[src/rtl/rpc_pkg.sv]
// rtl/rpc_pkg.sv - shared types and controller register map for the RPC init sequencer
// Holds the sequencer state encoding and the controller's default register
// addresses so that parameter defaults elsewhere can refer to them.
package rpc_pkg;

  typedef enum logic [2:0] {
    ST_PWRUP,
    ST_WRITE,
    ST_POLL,
    ST_POLL_GAP,
    ST_DONE,
    ST_ERROR
  } rpc_init_state_e;

  // Controller register map (reg-bus byte addresses).
  localparam logic [47:0] RPC_CFG_BASE_ADDR = 48'h0;
  localparam logic [47:0] RPC_STATUS_ADDR   = 48'h0;

endpackage

[src/rtl/rpc_init_seq_if.sv]
// rtl/rpc_init_seq_if.sv - register bus between the init sequencer and the controller
// Signals:
//   addr/write/wdata/wstrb/valid : request, driven by the master
//   rdata/ready/error            : response, driven by the slave; ready completes
//                                  the transaction, rdata and error qualify it
interface rpc_init_seq_if #(
  parameter int ADDR_WIDTH = 48,
  parameter int DATA_WIDTH = 32
);

  logic [ADDR_WIDTH-1:0]   addr;
  logic                    write;
  logic [DATA_WIDTH-1:0]   wdata;
  logic [DATA_WIDTH/8-1:0] wstrb;
  logic                    valid;
  logic [DATA_WIDTH-1:0]   rdata;
  logic                    ready;
  logic                    error;

  modport master (
    output addr, write, wdata, wstrb, valid,
    input  rdata, ready, error
  );

  modport slave (
    input  addr, write, wdata, wstrb, valid,
    output rdata, ready, error
  );

endinterface

[src/rtl/rpc_init_poll_ctr.sv]
// rtl/rpc_init_poll_ctr.sv - status poll compare and retry counter
// Ports:
//   clk_i, rst_ni : clock, asynchronous active-low reset
//   clr_i         : restart the retry count (entering the poll phase)
//   rsp_i         : a status read completed without a bus error
//   rdata_i       : read data of that status read
//   match_o       : all StatusMask bits are set in rdata_i
//   timeout_o     : a non-matching response now would use up the last retry
module rpc_init_poll_ctr #(
  parameter int                    DATA_WIDTH  = 32,
  parameter logic [DATA_WIDTH-1:0] StatusMask  = DATA_WIDTH'(1),
  parameter int                    PollTimeout = 1024
) (
  input  logic                  clk_i,
  input  logic                  rst_ni,
  input  logic                  clr_i,
  input  logic                  rsp_i,
  input  logic [DATA_WIDTH-1:0] rdata_i,
  output logic                  match_o,
  output logic                  timeout_o
);

  localparam int CntW = $clog2(PollTimeout + 1);
  localparam logic [CntW-1:0] CntMax = CntW'(PollTimeout);

  logic [CntW-1:0] poll_cnt_q, poll_cnt_d;
  logic [CntW-1:0] poll_cnt_inc;

  assign poll_cnt_inc = poll_cnt_q + CntW'(1);
  assign match_o      = (rdata_i & StatusMask) == StatusMask;
  assign timeout_o    = (poll_cnt_inc == CntMax);

  always_comb begin
    poll_cnt_d = poll_cnt_q;
    if (clr_i) begin
      poll_cnt_d = '0;
    end else if (rsp_i && !match_o && (poll_cnt_q != CntMax)) begin
      // Saturates at the limit; the sequencer leaves POLL on reaching it.
      poll_cnt_d = poll_cnt_inc;
    end
  end

  always_ff @(posedge clk_i or negedge rst_ni) begin
    if (!rst_ni) begin
      poll_cnt_q <= '0;
    end else begin
      poll_cnt_q <= poll_cnt_d;
    end
  end

endmodule

[src/rtl/rpc_init_seq.sv]
// rtl/rpc_init_seq.sv - RPC DRAM controller configuration sequencer (reg-bus master)
// Waits out DRAM power-up, writes InitAddr/InitData in index order, then polls
// StatusAddr until (rdata & StatusMask) == StatusMask or PollTimeout reads fail.
// Ports:
//   clk_i, rst_ni  : clock, asynchronous active-low reset
//   start_i        : re-run request, honoured only in DONE or ERROR
//   reg_bus        : register bus master port
//   init_done_o    : sequence completed successfully
//   init_error_o   : sequence failed (bus error or poll timeout)
//   busy_o         : sequence in progress
module rpc_init_seq
  import rpc_pkg::*;
#(
  parameter int REG_ADDR_WIDTH = 48,
  parameter int REG_DATA_WIDTH = 32,
  parameter int NumWrites      = 6,
  parameter logic [NumWrites-1:0][REG_ADDR_WIDTH-1:0] InitAddr =
    {NumWrites{REG_ADDR_WIDTH'(RPC_CFG_BASE_ADDR)}},
  parameter logic [NumWrites-1:0][REG_DATA_WIDTH-1:0] InitData = '0,
  parameter int PwrUpCycles    = 40000,
  parameter logic [REG_ADDR_WIDTH-1:0] StatusAddr = REG_ADDR_WIDTH'(RPC_STATUS_ADDR),
  parameter logic [REG_DATA_WIDTH-1:0] StatusMask = REG_DATA_WIDTH'(1),
  parameter int PollTimeout    = 1024
) (
  input  logic           clk_i,
  input  logic           rst_ni,
  input  logic           start_i,
  rpc_init_seq_if.master reg_bus,
  output logic           init_done_o,
  output logic           init_error_o,
  output logic           busy_o
);

  localparam int WaitW = (PwrUpCycles > 0) ? $clog2(PwrUpCycles + 1) : 1;
  localparam int IdxW  = (NumWrites > 1) ? $clog2(NumWrites) : 1;
  localparam int StrbW = REG_DATA_WIDTH / 8;
  localparam logic [WaitW-1:0] WaitLast = (PwrUpCycles > 0) ? WaitW'(PwrUpCycles - 1) : '0;
  localparam logic [IdxW-1:0]  IdxLast  = IdxW'(NumWrites - 1);

  rpc_init_state_e state_q, state_d;
  logic [WaitW-1:0] wait_cnt_q, wait_cnt_d;
  logic [IdxW-1:0]  idx_q, idx_d;

  logic                      valid_q, valid_d;
  logic                      write_q, write_d;
  logic [REG_ADDR_WIDTH-1:0] addr_q, addr_d;
  logic [REG_DATA_WIDTH-1:0] wdata_q, wdata_d;
  logic [StrbW-1:0]          wstrb_q, wstrb_d;

  logic rsp, rsp_ok, issue_wr, issue_rd;
  logic poll_clr, poll_rsp, poll_match, poll_timeout;

  assign rsp      = valid_q & reg_bus.ready;
  assign rsp_ok   = rsp & ~reg_bus.error;
  assign poll_clr = (state_q == ST_WRITE) && rsp_ok && (idx_q == IdxLast);
  assign poll_rsp = (state_q == ST_POLL) && rsp_ok;

  rpc_init_poll_ctr #(
    .DATA_WIDTH  (REG_DATA_WIDTH),
    .StatusMask  (StatusMask),
    .PollTimeout (PollTimeout)
  ) u_poll_ctr (
    .clk_i     (clk_i),
    .rst_ni    (rst_ni),
    .clr_i     (poll_clr),
    .rsp_i     (poll_rsp),
    .rdata_i   (reg_bus.rdata),
    .match_o   (poll_match),
    .timeout_o (poll_timeout)
  );

  always_comb begin
    state_d    = state_q;
    wait_cnt_d = wait_cnt_q;
    idx_d      = idx_q;
    valid_d    = valid_q;
    write_d    = write_q;
    addr_d     = addr_q;
    wdata_d    = wdata_q;
    wstrb_d    = wstrb_q;
    issue_wr   = 1'b0;
    issue_rd   = 1'b0;

    unique case (state_q)
      ST_PWRUP: begin
        wait_cnt_d = wait_cnt_q + WaitW'(1);
        if ((PwrUpCycles == 0) || (wait_cnt_q == WaitLast)) begin
          state_d = ST_WRITE;
          idx_d   = '0;
        end
      end
      ST_WRITE: begin
        // Entered from PWRUP with nothing outstanding: present the first write.
        if (!valid_q) begin
          issue_wr = 1'b1;
        end else if (reg_bus.ready) begin
          if (reg_bus.error) begin
            valid_d = 1'b0;
            state_d = ST_ERROR;
          end else if (idx_q == IdxLast) begin
            valid_d = 1'b0;
            state_d = ST_POLL;
          end else begin
            idx_d    = idx_q + IdxW'(1);
            issue_wr = 1'b1;
          end
        end
      end
      ST_POLL: begin
        // First poll after the last write starts one idle cycle later.
        if (!valid_q) begin
          issue_rd = 1'b1;
        end else if (reg_bus.ready) begin
          valid_d = 1'b0;
          if (reg_bus.error)     state_d = ST_ERROR;
          else if (poll_match)   state_d = ST_DONE;
          else if (poll_timeout) state_d = ST_ERROR;
          else                   state_d = ST_POLL_GAP;
        end
      end
      ST_POLL_GAP: begin
        issue_rd = 1'b1;
        state_d  = ST_POLL;
      end
      ST_DONE, ST_ERROR: begin
        // Re-run skips the power-up wait and presents write 0 immediately.
        if (start_i) begin
          state_d  = ST_WRITE;
          idx_d    = '0;
          issue_wr = 1'b1;
        end
      end
      default: state_d = ST_PWRUP;
    endcase

    if (issue_wr) begin
      valid_d = 1'b1;
      write_d = 1'b1;
      addr_d  = InitAddr[idx_d];
      wdata_d = InitData[idx_d];
      wstrb_d = '1;
    end
    if (issue_rd) begin
      valid_d = 1'b1;
      write_d = 1'b0;
      addr_d  = StatusAddr;
      wstrb_d = '0;
    end
  end

  always_ff @(posedge clk_i or negedge rst_ni) begin
    if (!rst_ni) begin
      state_q    <= ST_PWRUP;
      wait_cnt_q <= '0;
      idx_q      <= '0;
      valid_q    <= 1'b0;
      write_q    <= 1'b0;
      addr_q     <= '0;
      wdata_q    <= '0;
      wstrb_q    <= '0;
    end else begin
      state_q    <= state_d;
      wait_cnt_q <= wait_cnt_d;
      idx_q      <= idx_d;
      valid_q    <= valid_d;
      write_q    <= write_d;
      addr_q     <= addr_d;
      wdata_q    <= wdata_d;
      wstrb_q    <= wstrb_d;
    end
  end

  assign reg_bus.valid = valid_q;
  assign reg_bus.write = write_q;
  assign reg_bus.addr  = addr_q;
  assign reg_bus.wdata = wdata_q;
  assign reg_bus.wstrb = wstrb_q;

  assign init_done_o  = (state_q == ST_DONE);
  assign init_error_o = (state_q == ST_ERROR);
  assign busy_o       = (state_q == ST_PWRUP) || (state_q == ST_WRITE) ||
                        (state_q == ST_POLL)  || (state_q == ST_POLL_GAP);

endmodule

[src/flat_wrapper.sv]
// flat-port wrapper written by rule: the top's interface ports become plain ports
module rpc_init_seq_flat import rpc_pkg::*;
#(
  parameter int REG_ADDR_WIDTH = 48,
  parameter int REG_DATA_WIDTH = 32,
  parameter int NumWrites      = 6,
  parameter logic [NumWrites-1:0][REG_ADDR_WIDTH-1:0] InitAddr =
    {NumWrites{REG_ADDR_WIDTH'(RPC_CFG_BASE_ADDR)}},
  parameter logic [NumWrites-1:0][REG_DATA_WIDTH-1:0] InitData = '0,
  parameter int PwrUpCycles    = 40000,
  parameter logic [REG_ADDR_WIDTH-1:0] StatusAddr = REG_ADDR_WIDTH'(RPC_STATUS_ADDR),
  parameter logic [REG_DATA_WIDTH-1:0] StatusMask = REG_DATA_WIDTH'(1),
  parameter int PollTimeout    = 1024
)
  (clk_i, rst_ni, start_i, init_done_o, init_error_o, busy_o, reg_bus_addr, reg_bus_write, reg_bus_wdata, reg_bus_wstrb, reg_bus_valid, reg_bus_rdata, reg_bus_ready, reg_bus_error);
  rpc_init_seq_if #(.ADDR_WIDTH(48), .DATA_WIDTH(32)) reg_bus_i ();
  input  logic clk_i;
  input  logic rst_ni;
  input  logic start_i;
  output logic init_done_o;
  output logic init_error_o;
  output logic busy_o;
  output wire logic [$bits(reg_bus_i.addr)-1:0] reg_bus_addr;
  output wire logic [$bits(reg_bus_i.write)-1:0] reg_bus_write;
  output wire logic [$bits(reg_bus_i.wdata)-1:0] reg_bus_wdata;
  output wire logic [$bits(reg_bus_i.wstrb)-1:0] reg_bus_wstrb;
  output wire logic [$bits(reg_bus_i.valid)-1:0] reg_bus_valid;
  input wire logic [$bits(reg_bus_i.rdata)-1:0] reg_bus_rdata;
  input wire logic [$bits(reg_bus_i.ready)-1:0] reg_bus_ready;
  input wire logic [$bits(reg_bus_i.error)-1:0] reg_bus_error;
  assign reg_bus_addr = reg_bus_i.addr;
  assign reg_bus_write = reg_bus_i.write;
  assign reg_bus_wdata = reg_bus_i.wdata;
  assign reg_bus_wstrb = reg_bus_i.wstrb;
  assign reg_bus_valid = reg_bus_i.valid;
  assign reg_bus_i.rdata = reg_bus_rdata;
  assign reg_bus_i.ready = reg_bus_ready;
  assign reg_bus_i.error = reg_bus_error;
  rpc_init_seq #(.REG_ADDR_WIDTH(REG_ADDR_WIDTH), .REG_DATA_WIDTH(REG_DATA_WIDTH), .NumWrites(NumWrites), .InitAddr(InitAddr), .InitData(InitData), .PwrUpCycles(PwrUpCycles), .StatusAddr(StatusAddr), .StatusMask(StatusMask), .PollTimeout(PollTimeout)) u_core (.clk_i(clk_i), .rst_ni(rst_ni), .start_i(start_i), .reg_bus(reg_bus_i), .init_done_o(init_done_o), .init_error_o(init_error_o), .busy_o(busy_o));
endmodule
[config.mk]
export PLATFORM = sky130hd
export DESIGN_NAME = rpc_init_seq_flat
export DESIGN_NICKNAME = d
export VERILOG_FILES = /design/src/rtl/rpc_pkg.sv /design/src/rtl/rpc_init_seq_if.sv /design/src/rtl/rpc_init_poll_ctr.sv /design/src/rtl/rpc_init_seq.sv /design/src/flat_wrapper.sv
export SDC_FILE = /design/constraint.sdc
export NUM_CORES = 1
export LEC_CHECK = 0
export CAP_MARGIN = 20
export CORE_MARGIN = 2
export CORE_UTILIZATION = 40
export CTS_CLUSTER_SIZE = 14
export DETAILED_ROUTE_END_ITERATION = 12
export HOLD_SLACK_MARGIN = 0.12
export PLACE_DENSITY = 0.9
export SETUP_SLACK_MARGIN = 0.15
export SYNTH_ARGS = -nofsm -noshare
export SYNTH_HDL_FRONTEND = slang
export SYNTH_SLANG_ARGS = --single-unit
[constraint.sdc]
create_clock -name clk_i -period 3.05 [get_ports clk_i]
set_input_delay 0.61 -clock clk_i [delete_from_list [all_inputs] [get_ports clk_i]]
set_output_delay 0.61 -clock clk_i [all_outputs]
set_load 0.005 [all_outputs]
# Word-level counts from Yosys, hierarchy flattened
# Memory sizes are Yosys's and may differ from the RTL's. A register that Yosys moved wholly into a read port is not among the register bits.
# Cells that the tools add are included.
# Widths: inputs -> output; s select.
dict set report word_totals {
  in_bits 37
  mem_count 2
  latchBits 0
  ff_bits 87
  mem_bits_ro 640
  ram_bits 0
  output_inout_bits 89
}
dict set report op_classes {
  add_sub_neg 3
  multipliers 0
  n_shift 0
  n_eq_ne 16
  n_reduce_logical 16
  mux 43
  n_div 0
  n_lt_le_gt_ge 1
  n_bitwise 3
}
# name words word_bits rd rd_ports_with_merged_regs write_ports line_no
set mem_list {}
lappend mem_list {{(name not given)} 8 48 1 0 0 rpc_init_seq.sv:139} ;# addr_d = InitAddr[idx_d];
lappend mem_list {{(name not given)} 8 32 1 1 0 rpc_init_seq.sv:140} ;# wdata_d = InitData[idx_d];
# op n
set ops {}
lappend ops {{$mux 48} 3}
lappend ops {{$mux 3} 17}
lappend ops {{$mux 11} 2}
lappend ops {{$add 16x1->16 const B} 1}
lappend ops {{$eq 16x16->1 const B} 1}
lappend ops {{$pmux 3 s5} 1}
lappend ops {{$mux 1} 14}
lappend ops {{$add 11x1->11 const B} 1}
lappend ops {{$eq 11x11->1 const B} 1}
lappend ops {{$ne 11x11->1 const B} 1}
lappend ops {{$eq 3x3->1 const B} 3}
lappend ops {{$pmux 3 s3} 1}
lappend ops {{$mux 4} 2}
lappend ops {{$reduce_and 7->1} 1}
lappend ops {{$eq 3x2->1 const B} 2}
lappend ops {{$ne 2x1->1 const B} 3}
lappend ops {{$ne 2x2->1 const B} 3}
lappend ops {{$pmux 1 s2} 3}
lappend ops {{$logic_and 1x1->1} 5}
lappend ops {{$lt 3x4->1 const B} 1}
lappend ops {{$reduce_bool 2->1} 2}
lappend ops {{$reduce_bool 4->1} 1}
lappend ops {{$add 3x1->3 const B} 1}
lappend ops {{$eq 3x1->1 const B} 1}
lappend ops {{other kinds (7)} 11}

# Longest topological paths before layout
# Gate-level depths: netlist (run 1).
dict set report depth {
  word_depth 10
  ltp_mapped 9
  depth_no_buf 7
}

# By module
# A second synthesis (run 1) with hierarchy kept.
dict set report hier_totals {
  cells_unflattened 299
  hier_area_um2 2660.1
}
# mod area_per_inst_um2 instances seq_area_each_um2 cells_each
set modules_own_cells {}
lappend modules_own_cells {rpc_init_seq 1966.9 1 600.6 220}
lappend modules_own_cells {rpc_init_poll_ctr 693.2 1 275.3 79}

# Worst setup path before layout (run 1)
# OpenSTA, ideal clock, no wires.
dict set report synth_timing {
  path_type {reg2reg}
  from {reg u_core.state_q[1]}
  to {reg u_core.u_poll_ctr.poll_cnt_q[10]}
  path_stages_with_launch 8
  synth_period_minus_slack_ns 2.194
  t_arrival_ns 2.102
  slack_ns 0.856
  required_time_ns 2.958
  cell_sequence {dfrtp_1 > buf_4 > or3b_4 > or4_4 > buf_6 > or2_4 > or2_1 > o31ai_2}
}
dict set report synth_via {
  elab_chain_len 5
  elab_cells_between_ends 9
}
# element line_no
set synth_rtl {}
lappend synth_rtl {{start: declaration} rpc_init_seq.sv:40} ;# rpc_init_state_e state_q, state_d;
lappend synth_rtl {{start signal: assignment} rpc_init_seq.sv:162} ;# state_q <= state_d;
lappend synth_rtl {{$eq 3x2->1} rpc_init_seq.sv:56} ;# assign poll_rsp = (state_q == ST_POLL) && rsp_ok;
lappend synth_rtl {{$logic_and 1x1->1} rpc_init_seq.sv:56}
lappend synth_rtl {{$logic_and 1x1->1 (2 in series)} rpc_init_poll_ctr.sv:37} ;# end else if (rsp_i && !match_o && (poll_cnt_q != CntMax)) begin
lappend synth_rtl {{$reduce_bool 2->1 (no source line)} --}
lappend synth_rtl {{end signal: assignment} rpc_init_poll_ctr.sv:47} ;# poll_cnt_q <= poll_cnt_d;
lappend synth_rtl {{end: declaration} rpc_init_poll_ctr.sv:26} ;# logic [CntW-1:0] poll_cnt_q, poll_cnt_d;
# Several ways; a longest one is shown, not always the timed one.
# A chain may end at the register's enable or synchronous reset.

# Worst setup path after layout (run 1)
dict set report layout_timing {
  from {in reg_bus_ready}
  to {reg u_core.u_poll_ctr.poll_cnt_q[10]}
}
dict set report layout_via {
  elab_chain_len 6
  elab_cells_between_ends 9
}
# element line_no
set layout_rtl {}
lappend layout_rtl {{start: declaration} flat_wrapper.sv:29} ;# input wire logic [$bits(reg_bus_i.ready)-1:0] reg_bus_ready;
lappend layout_rtl {{$and 1x1->1 *} rpc_init_seq.sv:53} ;# assign rsp = valid_q & reg_bus.ready;
lappend layout_rtl {{$and 1x1->1 *} rpc_init_seq.sv:54} ;# assign rsp_ok = rsp & ~reg_bus.error;
lappend layout_rtl {{$logic_and 1x1->1} rpc_init_seq.sv:56}
lappend layout_rtl {{$logic_and 1x1->1 (2 in series)} rpc_init_poll_ctr.sv:37}
lappend layout_rtl {{$reduce_bool 2->1 (no source line)} --}
# Mark *: on every way between the ends. The rest lies on a longest branch, timed or not.

==> results of run 1 <==
[layout make-up]
cell class                 instances  share of cell area
clock buffer                       5              0.0258
sequential                        35               0.329
multi-input combinational        255               0.519
inverter                           7             0.00986
timing repair buffer              18              0.0639
clock inverter                     3              0.0164
tap                               77              0.0362
[final timing paths]
check / start / endpoint / slack [ns]
max in group asynchronous: rst_ni / u_core.wait_cnt_q[8] / 2.00
worst max-delay path: reg_bus_ready / u_core.u_poll_ctr.poll_cnt_q[10] / 0.62
min in group asynchronous: rst_ni / u_core.wait_cnt_q[12] / 0.73
worst min-delay path: u_core.wait_cnt_q[15] / u_core.wait_cnt_q[15] / 0.46
worst min register to register: u_core.wait_cnt_q[15] / u_core.wait_cnt_q[15] / 0.46
worst max register to register: u_core.state_q[0] / u_core.u_poll_ctr.poll_cnt_q[10] / 0.63
[flip-flops by register name (all words and copies together), names as in the netlist]
name,count
u_core.state_q,3
u_core.idx_q,3
u_core.reg_bus.valid,1
u_core.wait_cnt_q,16
u_core.reg_bus.wstrb,1
u_core.u_poll_ctr.poll_cnt_q,11
[layer usage]
layer / up-vias / global-route usage / part of all wire
met1: 943 / 0.157 / 0.43
met4: 0 / 0.0462 / 0.014
met3: 8 / 0.0346 / 0.071
met2: 85 / 0.199 / 0.48
li1: 921 / - / -
met5: - / 0 / 0
[per-stage QoR]
stage | cell area, um2 | std cells | power, W | worst slack (ns) | util
after floorplan | 2960 | 391 | 0.00112 | 0.856 | -
after global placement | 2550 | 392 | 0.00118 | 0.358 | 0.399
after detailed placement | 2550 | 392 | 0.00121 | 0.339 | 0.399
after CTS | 2660 | 400 | 0.00164 | 0.623 | 0.417
after global routing | 2660 | 400 | 0.00175 | 0.443 | 0.417
final | 2660 | 400 | 0.00164 | 0.625 | 0.417
[Yosys cell counts (all sizes together), types with 2 or more instances]
| cell type | count | area [um2] |
|---|---|---|
| o31ai | 3 | 27.5 |
| nand3 | 16 | 80.1 |
| a32oi | 2 | 17.5 |
| xnor2 | 12 | 105 |
| a31oi | 2 | 12.5 |
| a21o | 2 | 15.0 |
| nor2b | 2 | 12.5 |
| nor2 | 15 | 56.3 |
| or2 | 2 | 15.0 |
| nor4b | 2 | 17.5 |
| or4 | 3 | 26.3 |
| nand2 | 25 | 93.8 |
| buf | 86 | 649 |
| ha | 5 | 62.6 |
| clkbuf | 8 | 30.0 |
| a21oi | 8 | 40.0 |
| dfrtp | 35 | 876 |
| nand4 | 4 | 25.0 |
| or3 | 2 | 12.5 |
| and2 | 3 | 18.8 |
| inv | 7 | 26.3 |
| o21ai | 20 | 100 |
| nor3b | 3 | 22.5 |
| nand2b | 5 | 31.3 |
| nor3 | 10 | 50.1 |
| nor4 | 3 | 18.8 |
| or3b | 3 | 28.8 |
| xor2 | 5 | 43.8 |
| mux2i | 2 | 20.0 |
[power by group through the flow]
stage | Sequential [W] | Clock, W | Combinational [W]
3_3_place_gp | 0.000654 | 0 | 0.000522
5_1_grt | 0.000674 | 0.000451 | 0.000623
2_1_floorplan | 0.000612 | 0 | 0.000507
6_report | 0.000660 | 0.000421 | 0.000555
4_1_cts | 0.000657 | 0.000428 | 0.000553
3_5_place_dp | 0.000665 | 0 | 0.000544
[kinds of logic (layout without fill, tap and decap cells)]
group | after synthesis | in the layout | share of synthesized area
muxes | 2 | 2 | 0.00750
adders and majority gates | 5 | 5 | 0.0235
and+or+nand+nor | 102 | 102 | 0.203
xor gates and xnor gates | 17 | 17 | 0.0558
other | 1 | 80 | 0.00141
buffers and inverters | 101 | 33 | 0.265
DFF | 35 | 35 | 0.328
AOI/OAI and AO/OA | 49 | 49 | 0.116
==> flow_summary_export.csv, run 1 <==
group,metric,value,unit
worst_setup_path,cp.depth,6,
worst_setup_path,critPathSlowestCell,"clkdlybuf4s50_1",
die,ioPinCount,126,
synthesis,synthCells,312,
timing,hold_ws,0.462,ns
synthesis,synth_area,0.00267,mm2
run_status,status,"finished clean",
global_route,grt_pass1_wl,7290,um
power,p_int,0.00106,W
power,peakVddDrop,0.367,mV
timing,rsz0062_at_grt,"no",
worst_setup_path,crit_buf_inv,1,
worst_setup_path,cp-start-kind,"input port",
worst_setup_path,arrival,2.63,ns
die,die_area,0.00734,mm2
timing,relSlewSlack,0.511,
worst_setup_path,cpPeakStageDelay,0.58,ns
drt,vias_per_cell,4.89,
global_route,grt_pass1_vias,1613,
final_layout,fillers,597,
synthesis,ys_seq_elements,35,
synthesis,yosysSeqAreaShare,0.328,
die,fp-row-count,29,
placement,port-buffer-count,14,
power,clkPwrFrac,0.257,
die,start_util,0.418,
worst_hold_path,hold_path.class,"reg2reg",
power,switchingPower,0.000580,W
clock_tree,cts_tree,"yes",
clock_tree,numCtsBuffers,5,
clock_tree,ctsResizeCount,0,
clock_tree,hold_buffers,0,
clock_tree,clockRootBuffer,"clkbuf_8",
timing,hold_viol_final,0,
worst_setup_path,cp_cell_sequence,"clkdlybuf4s50_1, nand2_1, or4_4, or2_4, or2_1, o31ai_2",
worst_setup_path,worstPathMaxFanout,9,
drt,post_drt_wl_per_cell,11.4,um
timing,fmax,412,MHz
worst_setup_path,r2r_cells,5,
timing,fin_crit,2.43,ns
synthesis,synthArstFlopShare,1.00,
final_layout,multi_input_area,0.00138,mm2
timing,finalCritPeriodShare,0.795,
synthesis,postSynthAreaPerCell,8.55,um2
final_layout,mostFrequentLayoutCells,"conb_1, dfrtp_1, nand2_1",
worst_setup_path,critical_path_class,"in2reg",
timing,setup_tns,0,ns
clock_tree,clk-insertion-delay-late,0.29,ns
power,p_comb_frac,0.339,
global_route,antenna_found_initial,0,
timing,setup_viol,0,
clock_tree,clock_path_buffers,2,
clock_tree,clk_pin_slew,0.07,ns
final_layout,antenna_cells,0,
timing,worst_slew_pin_slew,0.714,ns
final_layout,layout.cells.most_common,"conb_1",
drt,drt_first_pass_iters,4,
synthesis,yosysWarnings,0,
power,p_leak,1.22,nW
power,sw_frac_of_total,0.355,
die,core,0.00639,mm2
die,die_h,85.7,um
power,p_per_area,614,mW/mm2
worst_setup_path,worstPathRequired,3.26,ns
drt,drtAntennaViolNets,0,
final_layout,drive_gt1_frac,0.0557,
worst_setup_path,end_kind,"flop",
drt,wl,4560,um
drt,vias,1957,
drt,drcViolationCount,0,
final_layout,register_area,876,um2
worst_setup_path,path_delay_family,"simple AND/OR/NAND/NOR gates",
final_layout,area.growth.synth_to_final,-0.141,%
placement,dp_hpwl,3360,um
synthesis,synth_edf_count,0,
clock_tree,htree_levels,2,
flow_run,drv_cap,0,
synthesis,ys_dominant_reg_cell,"dfrtp_1",
global_route,grtUsageTotal,0.123,
global_route,grt-ovfl-total,0,
final_layout,fin_nets,364,
clock_tree,clkSinkCount,35,
placement,gp_congestion,0.890,
timing,final_max_slew_viol_count,0,
clock_tree,post_cts_buffers,0,
worst_hold_path,hold_depth,1,
power,p_seq_frac,0.404,
synthesis,synth.distinct_cells,52,
drt,drt_iter0_drc,102,
timing,skew,0.00894,ns
global_route,grt_max_degree,36,
die,fp.dieW,85.7,um
No activity file was read; power rests on OpenSTA's default activity.
==> run 2: changes to the inputs <==
--- a/config.mk
+++ b/config.mk
@@ -7,11 +7,11 @@
 export LEC_CHECK = 0
 export CAP_MARGIN = 20
 export CORE_MARGIN = 2
-export CORE_UTILIZATION = 40
+export CORE_UTILIZATION = 38
 export CTS_CLUSTER_SIZE = 14
 export DETAILED_ROUTE_END_ITERATION = 12
 export HOLD_SLACK_MARGIN = 0.12
-export PLACE_DENSITY = 0.9
+export PLACE_DENSITY = 0.89
 export SETUP_SLACK_MARGIN = 0.15
 export SYNTH_ARGS = -nofsm -noshare
 export SYNTH_HDL_FRONTEND = slang
==> constraint.sdc (replaced) <==
create_clock -name clk_i -period 2.2 [get_ports clk_i]
set_input_delay 0.44 -clock clk_i [delete_from_list [all_inputs] [get_ports clk_i]]
set_output_delay 0.44 -clock clk_i [all_outputs]
set_load 0.005 [all_outputs]
==> run 2 against run 1 <==
Against the previous run:
- cell count increased by 11%
- clock power up 67%
- critical path type is now reg2reg
- count of clock-buffer cells in the layout is the same
- highest routed layer unchanged
==> flow_summary_export.csv, run 2 (same netlist as run 1, synthesis figures left out) <==
group,metric,value,unit
placement,dp_hpwl,3720,um
timing,fin_ws,0.155,ns
timing,fmax,489,MHz
final_layout,fin_area,0.00297,mm2
die,die_h,87.8,um
global_route,antenna_found_initial,0,
flow_run,drv_cap,0,
drt,drt_first_pass_iters,7,
worst_setup_path,worstPathMaxFanout,11,
drt,post_drt_wl_per_cell,12.1,um
timing,final_max_slew_viol_count,0,
worst_setup_path,critical_path_class,"reg2reg",
placement,gp_congestion,0.907,
clock_tree,clk-insertion-delay-late,0.29,ns
timing,rsz0062_at_grt,"yes",
final_layout,drive_gt1_frac,0.161,
drt,drt_iter0_drc,255,
global_route,grt_pass1_vias,1918,
placement,dpl_cell_area,0.00272,mm2
final_layout,top_register,"u_core.wait_cnt_q",
final_layout,layout.cells.most_common,"conb_1",
power,peakVddDrop,0.344,mV
global_route,grtUsageTotal,0.141,
worst_setup_path,arrival,2.24,ns
timing,hold_viol_final,0,
timing,fin_crit,2.05,ns
worst_setup_path,end_kind,"flop",
drt,vias,2070,
timing,setup_tns,0,ns
timing,hold_ws,0.470,ns
final_layout,largest_reg_flops,16,
run_status,status,"finished clean",
clock_tree,clkSinkCount,35,
die,ioPinCount,126,
die,start_util,0.393,
worst_setup_path,cp-start-kind,"flop",
placement,dpl_worst_slack,-0.131,ns
final_layout,area.growth.synth_to_final,11.3,%
global_route,grt_max_degree,36,
drt,drtAntennaViolNets,0,
global_route,grt-ovfl-total,0,
drt,wl,5350,um
clock_tree,clockRootBuffer,"clkbuf_8",
placement,port-buffer-count,14,
clock_tree,cts_tree,"yes",
final_layout,reg_top3,"u_core.wait_cnt_q x16, u_core.u_poll_ctr.poll_cnt_q x11",
global_route,grt_pass1_wl,8530,um
clock_tree,hold_buffers,0,
timing,setup_viol,0,
timing,skew,0.00540,ns
drt,drcViolationCount,0,
die,fp-row-count,30,
final_layout,fillers,634,
power,p_total,0.00260,W
power,p_leak,1.37,nW
clock_tree,clock_path_buffers,2,
clock_tree,clk_pin_slew,0.08,ns
clock_tree,numCtsBuffers,5,
die,die_area,0.00771,mm2
timing,finalCritPeriodShare,0.930,
worst_hold_path,hold_path.class,"reg2reg",
final_layout,fin_nets,388,
die,fp.dieW,87.8,um
power,p_per_area,875,mW/mm2
die,core,0.00679,mm2
drt,vias_per_cell,4.67,
final_layout,antenna_cells,0,
final_layout,mostFrequentLayoutCells,"conb_1, dfrtp_1, nand2_1",
worst_setup_path,worstPathRequired,2.39,ns
clock_tree,htree_levels,2,
## run 2: cell types whose count changed in the layout (fill, tap and decap cells not counted), moves of 3 or more
cell / delta
buf_4: +20
nor3_2: +3
nor3_1: -3
dlygate4sd2_1: +3
clkdlybuf4s50_1: -3
o21ai_1: +3
o21ai_0: -3
buf_6: +4
## run 2: final timing paths
check	cells past startpoint	from	endpoint	slack (ns)
setup reg to reg	5	u_core.state_q[1]	u_core.u_poll_ctr.poll_cnt_q[9]	0.15
hold / removal	1	u_core.wait_cnt_q[15]	u_core.wait_cnt_q[15]	0.47
min in group asynchronous	2	rst_ni	u_core.u_poll_ctr.poll_cnt_q[3]	0.55
max in group asynchronous	2	rst_ni	u_core.wait_cnt_q[12]	1.34
setup / recovery	5	u_core.state_q[1]	u_core.u_poll_ctr.poll_cnt_q[9]	0.15
hold reg to reg	1	u_core.wait_cnt_q[15]	u_core.wait_cnt_q[15]	0.47
## run 2: timing repair
action	CTS	global route
endpoints found under the setup margin	9	9
gates resized for setup	11	12
setup buffers	5	0
pin swaps	2	2
## run 2: layout make-up
type | instances | area (um2) | share of cell area
Timing Repair Buffer | 42 | 362 | 0.122
Tap cell | 96 | 120 | 0.0405
Inverter | 7 | 26.3 | 0.00885
Sequential cell | 35 | 876 | 0.295
Clock inverter | 3 | 67.6 | 0.0228
Multi-Input combinational cell | 255 | 1450 | 0.488
Clock buffer | 5 | 68.8 | 0.0232
## run 2: critical path: stages, from the launching register on
cell and delay [ns]:
dfrtp_1 0.42, or3b_2 0.50, or4_1 0.49, o21a_2 0.21
a21o_1 0.18, a21o_1 0.14
## run 2: stage by stage
stage | std cells | utilization
2_1_floorplan | 391 | -
3_3_place_gp | 430 | 0.400
3_5_place_dp | 430 | 0.400
4_1_cts | 443 | 0.429
5_1_grt | 443 | 0.437
6_report | 443 | 0.437
## run 2: layer usage
metal,track usage,vias to the layer above,part of all wire
met5,0,-,0
met4,0.0587,0,0.024
met3,0.0415,16,0.073
met2,0.245,104,0.52
met1,0.162,978,0.39
li1,-,972,-
## run 2: power by group
| part | internal (W) | switching (W) |
|---|---|---|
| clock network | 0.000452 | 0.000249 |
| logic | 0.000506 | 0.000524 |
| registers | 0.000756 | 0.000112 |
| total | 0.00171 | 0.000885 |
